==> src/rtl/riscv_cache_flush_ctrl.sv <==
// riscv_cache_flush_ctrl: walks every cache set, writes back valid+dirty ways, then invalidates the set.
package riscv_cache_pkg;
  function automatic int no_of_sets(input int size_kb, input int block_bits, input int ways);
    return (size_kb * 1024 * 8) / (block_bits * ways);
  endfunction
  function automatic int no_of_index_bits(input int sets);
    return $clog2(sets);
  endfunction
endpackage

module riscv_cache_flush_ctrl
  import riscv_cache_pkg::*;
#(
  parameter int XLEN       = 32,
  parameter int SIZE       = 64,
  parameter int BLOCK_SIZE = XLEN,
  parameter int WAYS       = 2,
  localparam int SETS      = no_of_sets(SIZE, BLOCK_SIZE, WAYS),
  localparam int IDX_BITS  = no_of_index_bits(SETS)
) (
  input  logic                clk_i,
  input  logic                rst_i,
  input  logic                flush_req_i,
  input  logic                inv_only_i,
  output logic                flush_busy_o,
  output logic                flush_done_o,
  output logic [IDX_BITS-1:0] tag_idx_o,
  output logic                tag_rd_o,
  input  logic [WAYS-1:0]     way_valid_i,
  input  logic [WAYS-1:0]     way_dirty_i,
  output logic                wb_req_o,
  output logic [IDX_BITS-1:0] wb_idx_o,
  output logic [WAYS-1:0]     wb_way_o,
  input  logic                wb_ack_i,
  output logic                inv_we_o,
  output logic [WAYS-1:0]     inv_way_o
);
  typedef enum logic [2:0] {IDLE, READ, CHECK, WB, INV, DONE} state_e;
  state_e state_q, state_d;
  logic [IDX_BITS-1:0] idx_q, idx_d;
  logic [WAYS-1:0] pend_q, pend_d, low_bit;
  logic inv_only_q, inv_only_d, last_set;
  assign low_bit  = pend_q & -pend_q;
  assign last_set = idx_q == IDX_BITS'(SETS - 1);
  always_ff @(posedge clk_i) begin
    if (rst_i) begin
      state_q    <= IDLE;
      idx_q      <= '0;
      pend_q     <= '0;
      inv_only_q <= 1'b0;
    end else begin
      state_q    <= state_d;
      idx_q      <= idx_d;
      pend_q     <= pend_d;
      inv_only_q <= inv_only_d;
    end
  end
  always_comb begin
    state_d    = state_q;
    idx_d      = idx_q;
    pend_d     = pend_q;
    inv_only_d = inv_only_q;
    case (state_q)
      IDLE: if (flush_req_i) begin
        state_d    = READ;
        idx_d      = '0;
        inv_only_d = inv_only_i;
      end
      READ: state_d = CHECK;
      CHECK: begin
        pend_d  = way_valid_i & way_dirty_i & {WAYS{~inv_only_q}};
        state_d = |pend_d ? WB : INV;
      end
      WB: if (wb_ack_i) begin
        pend_d  = pend_q & ~low_bit;
        state_d = |pend_d ? WB : INV;
      end
      INV: begin
        state_d = last_set ? DONE : READ;
        idx_d   = last_set ? idx_q : idx_q + IDX_BITS'(1);
      end
      DONE: state_d = IDLE;
      default: state_d = IDLE;
    endcase
  end
  assign flush_busy_o = state_q != IDLE;
  assign flush_done_o = state_q == DONE;
  assign tag_idx_o    = state_q == IDLE ? '0 : idx_q;
  assign tag_rd_o     = state_q == READ;
  assign wb_req_o     = state_q == WB;
  assign wb_idx_o     = wb_req_o ? idx_q : '0;
  assign wb_way_o     = wb_req_o ? low_bit : '0;
  assign inv_we_o     = state_q == INV;
  assign inv_way_o    = {WAYS{inv_we_o}};
endmodule

==> config.mk <==
export PLATFORM = sky130hd
export DESIGN_NAME = riscv_cache_flush_ctrl
export DESIGN_NICKNAME = d
export VERILOG_FILES = /design/src/rtl/riscv_cache_flush_ctrl.sv
export SDC_FILE = /design/constraint.sdc
export NUM_CORES = 1
export LEC_CHECK = 0
export ABC_CLOCK_PERIOD_IN_PS = 2200
export CAP_MARGIN = 20
export CORE_MARGIN = 4
export CORE_UTILIZATION = 30
export CTS_CLUSTER_DIAMETER = 40
export DETAILED_ROUTE_END_ITERATION = 10
export GPL_TIMING_DRIVEN = 0
export PLACE_DENSITY = 0.62
export SLEW_MARGIN = 40
export SYNTH_ARGS = -nofsm -noshare
export SYNTH_HDL_FRONTEND = slang
export SYNTH_SLANG_ARGS = --single-unit
==> constraint.sdc <==
create_clock -name clk_i -period 2.2 [get_ports clk_i]
set_input_delay 0.22 -clock clk_i [delete_from_list [all_inputs] [get_ports clk_i]]
set_output_delay 0.22 -clock clk_i [all_outputs]
set_load 0.01 [all_outputs]
==> results.sh <==
export IMPL_status="finished clean"
export IMPL_synthCells=180
export IMPL_r2r_setup_slack_ns=0.24
export IMPL_worstMarginPinSlew_ns=0.598
export IMPL_grt_pass1_vias=1390
export IMPL_cts_made_buffers=3
export IMPL_fmax_mhz=475
export IMPL_cts_sinks=19
export IMPL_fp_dieH_um=75.1
export IMPL_reg2reg_to="idx_q[8]"
export IMPL_wire_per_inst_um=15.2
export IMPL_power_internal_w=0.000539
export IMPL_hpwl_mm=3.14
export IMPL_final_layout_size_suffix_gt1_share_pct=11.8
export IMPL_combPwrFrac_pct=20.1
export IMPL_tritoncts="done"
export IMPL_async_flop_share_pct=0
export IMPL_p_leak_nw=0.753
export IMPL_ys_types=46
export IMPL_synth_flop_cell="dfxtp_1"
export IMPL_die_area_um2=5630
export IMPL_setup_violations_final=0
export IMPL_ys_warn_count=0
export IMPL_critPathCaptureType="primary output"
export IMPL_grt_max_degree=13
export IMPL_slew_headroom_pct=59.8
export IMPL_r2r_start="idx_q[1]"
export IMPL_nFillCells=471
export IMPL_root_buffer="clkbuf_8"
export IMPL_ant_nets=0
export IMPL_antenna_found_initial=0
export IMPL_crit_required_ns=1.98
export IMPL_via_per_inst=5.37
export IMPL_pin_count=44
export IMPL_first_iter_violations=143
export IMPL_fin_crit_sh_pct=95.7
export IMPL_vdd_drop_max_v=0.000263
export IMPL_whs_endpoint="inv_only_q"
export IMPL_clk_pin_slew_ns=0.08
export IMPL_skew_ns=0.00747
export IMPL_reg2reg_depth=5
export IMPL_num_vias=1508
export IMPL_arrival_ns=1.88
export IMPL_cts_max_level=1
export IMPL_place_congestion=0.846
export IMPL_num_rows=24
export IMPL_min_period_ns=2.10
export IMPL_hold_path_class="reg2reg"
export IMPL_cp_slowest_stage_delay_ns=0.54
export IMPL_core_area_um2=4350
export IMPL_min_from="inv_only_q"
export IMPL_grt_ovfl_total=0
export IMPL_critPathSlowestCell="clkdlybuf4s50_1"
export IMPL_syn_avg_cell_area_um2=7.49
export IMPL_pwr_density_cell_nw_per_um2=385
export IMPL_crit_path_start_kind="flip-flop"
export IMPL_ys_ff_latch=19
export IMPL_p_clk_share_pct=33.0
export IMPL_holdPathStages=2
export IMPL_area_delta_synth_final_pct=44.7
export IMPL_diodes=0
export IMPL_cap_violations=0
export IMPL_track_usage_pct=15.5
export IMPL_seq_power_share_pct=46.9
export IMPL_final_util_pct=44.8
export IMPL_grt_pass1_wl_mm=6.78
export IMPL_die_w_um=75.1
export IMPL_crit_family="buffers and inverters"
export IMPL_initial_utilization_pct=31.0
export IMPL_power_switching_w=0.000213
export IMPL_synth_area_um2=1350
export IMPL_drt_pass1_iter_count=4
export IMPL_clk_path_buf_depth=2
export IMPL_rsz0062_at_grt="no"
export IMPL_p_sw_share_pct=28.3
export IMPL_slew_violations=0
export IMPL_drcViolationCount=0
export IMPL_syn_num_nets=190
export IMPL_worst_path_max_fanout=10
export IMPL_seq_area_frac_synth_pct=28.2
export IMPL_portBuffers=43
export IMPL_cp_num_buf_inv=3
export IMPL_synth_edf_count=0
export IMPL_nNetsFinal=240
export IMPL_critical_path_class="reg2out"
export IMPL_hold_viol_final=0
export IMPL_finalPower_w=0.000751
export IMPL_clkLatencyLatePin_ns=0.26
export IMPL_crit_chain="buf_2, nor2b_4, clkbuf_4, and3_1, clkdlybuf4s50_1"
export IMPL_wirelength_mm=4.26
==> metal layers <==
metal | global-route usage (%) | up-vias | wire length, µm
met5 | 0 | - | 0
met4 | 3.56 | 0 | 30
met3 | 2.94 | 2 | 292
met2 | 25.4 | 49 | 2010
met1 | 21.1 | 695 | 1930
li1 | - | 762 | -
==> flip-flops by register name (all words and copies together) (netlist names) <==
register / cells
state_q: 3
pend_q: 2
inv_only_q: 1
idx_q: 13
==> per-stage QoR <==
| stage | instances | hold WS, ns | TNS [ns] | setup WS, ns | area, µm² |
|---|---|---|---|---|---|
| after floorplan | 180 | 0.367 | 0 | 0.506 | 1350 |
| after global placement | 275 | 0.484 | -2.94 | -0.336 | 1840 |
| after detailed placement | 275 | 0.484 | -0.793 | -0.0828 | 1850 |
| after CTS | 280 | 0.494 | 0 | 0.0147 | 1930 |
| after global routing | 281 | 0.548 | 0 | 0.00215 | 1950 |
| final | 281 | 0.495 | 0 | 0.0953 | 1950 |
==> synthesized netlist by cell type, types with 6 or more instances <==
library cell | n | area share (%)
dfxtp_1 | 19 | 28
and3_1 | 16 | 7.4
nor2b_1 | 16 | 7.4
a21oi_1 | 12 | 4.5
nand2_1 | 12 | 3.3
nand3_1 | 12 | 4.5
nor2_1 | 10 | 2.8
clkbuf_1 | 8 | 2.2
o21ai_0 | 8 | 3.0
nand4_1 | 6 | 2.8
nor3_1 | 6 | 2.2
==> power by group through the flow <==
stage          clock, W  sequential, W  combinational, W
5_1_grt        0.000265       0.000353          0.000167
3_3_place_gp          0       0.000361          0.000134
2_1_floorplan         0       0.000360         0.0000775
4_1_cts        0.000251       0.000353          0.000148
6_report       0.000248       0.000352          0.000151
3_5_place_dp          0       0.000361          0.000137
==> worst reg2reg max path, stage by stage, from the launching register on <==
cell      delay, ns
dfxtp_1        0.46
ha_1           0.29
nand3_2        0.22
nor4_4         0.41
nor2_1         0.19
a311oi_1       0.30
==> cells by family after synthesis <==
group / after synthesis / synth area share [%]
fa+ha+maj: 1 / 0.927
buf+inv: 19 / 7.51
mux: 1 / 0.742
compound gates: 42 / 20.2
simple gates: 98 / 42.4
flops: 19 / 28.2
==> cell usage in the layout, fill, tap and decap left out, types with 2 or more instances in the layout <==
master and instances:
o21a_1 2, a21oi_1 12, and3_1 16, nand2_1 12, buf_4 5, clkbuf_4 2, nor2_1 10, nor4_1 2
nor3_1 5, buf_2 2, o31ai_1 2, nand2b_1 3, nand3_1 11, a311oi_1 2, clkdlybuf4s50_1 40, dfxtp_1 19
a21boi_0 2, clkbuf_1 3, o311ai_0 3, nand4_1 6, and4_1 2, a211oi_1 2, nor3_4 2, dlygate4sd2_1 3
a22oi_1 3, or2_2 2, inv_1 3, nor2b_1 15, clkbuf_2 3, o21ai_0 8, clkbuf_8 3, buf_6 3
==> worst max-delay path by stage <==
| stage | cells after the start | to | slack, ns | startpoint |
|---|---|---|---|---|
| after floorplan | 5 | idx_q[8] | 0.51 | idx_q[0] |
| after global placement | 5 | tag_idx_o[10] | -0.34 | state_q[2] |
| after detailed placement | 5 | tag_idx_o[9] | -0.08 | state_q[2] |
| after CTS | 5 | wb_idx_o[8] | 0.01 | state_q[1] |
| after global routing | 5 | wb_idx_o[10] | 0.002 | state_q[1] |
| final | 5 | wb_idx_o[8] | 0.1 | state_q[1] |
==> final cells by class <==
cell class / instances / area [µm²] / share of cell area [%]
Timing Repair Buffer: 45 / 442 / 22.6
Inverter: 3 / 11.3 / 0.577
Clock inverter: 1 / 5.00 / 0.256
Multi-Input combinational cell: 142 / 900 / 46.1
Sequential cell: 19 / 380 / 19.5
Buffer: 16 / 108 / 5.51
Clock buffer: 3 / 41.3 / 2.12
Tap cell: 52 / 65.1 / 3.33
==> repair_timing <==
action                                  4_1_cts  5_1_grt
cloned                                        0        0
endpoints found under the setup margin       25       17
buffers inserted                              1        1
resized for setup                            14        5
hold buffers                                  0        0
pin swaps                                     1        0
Power figures use the tool's default switching activity.
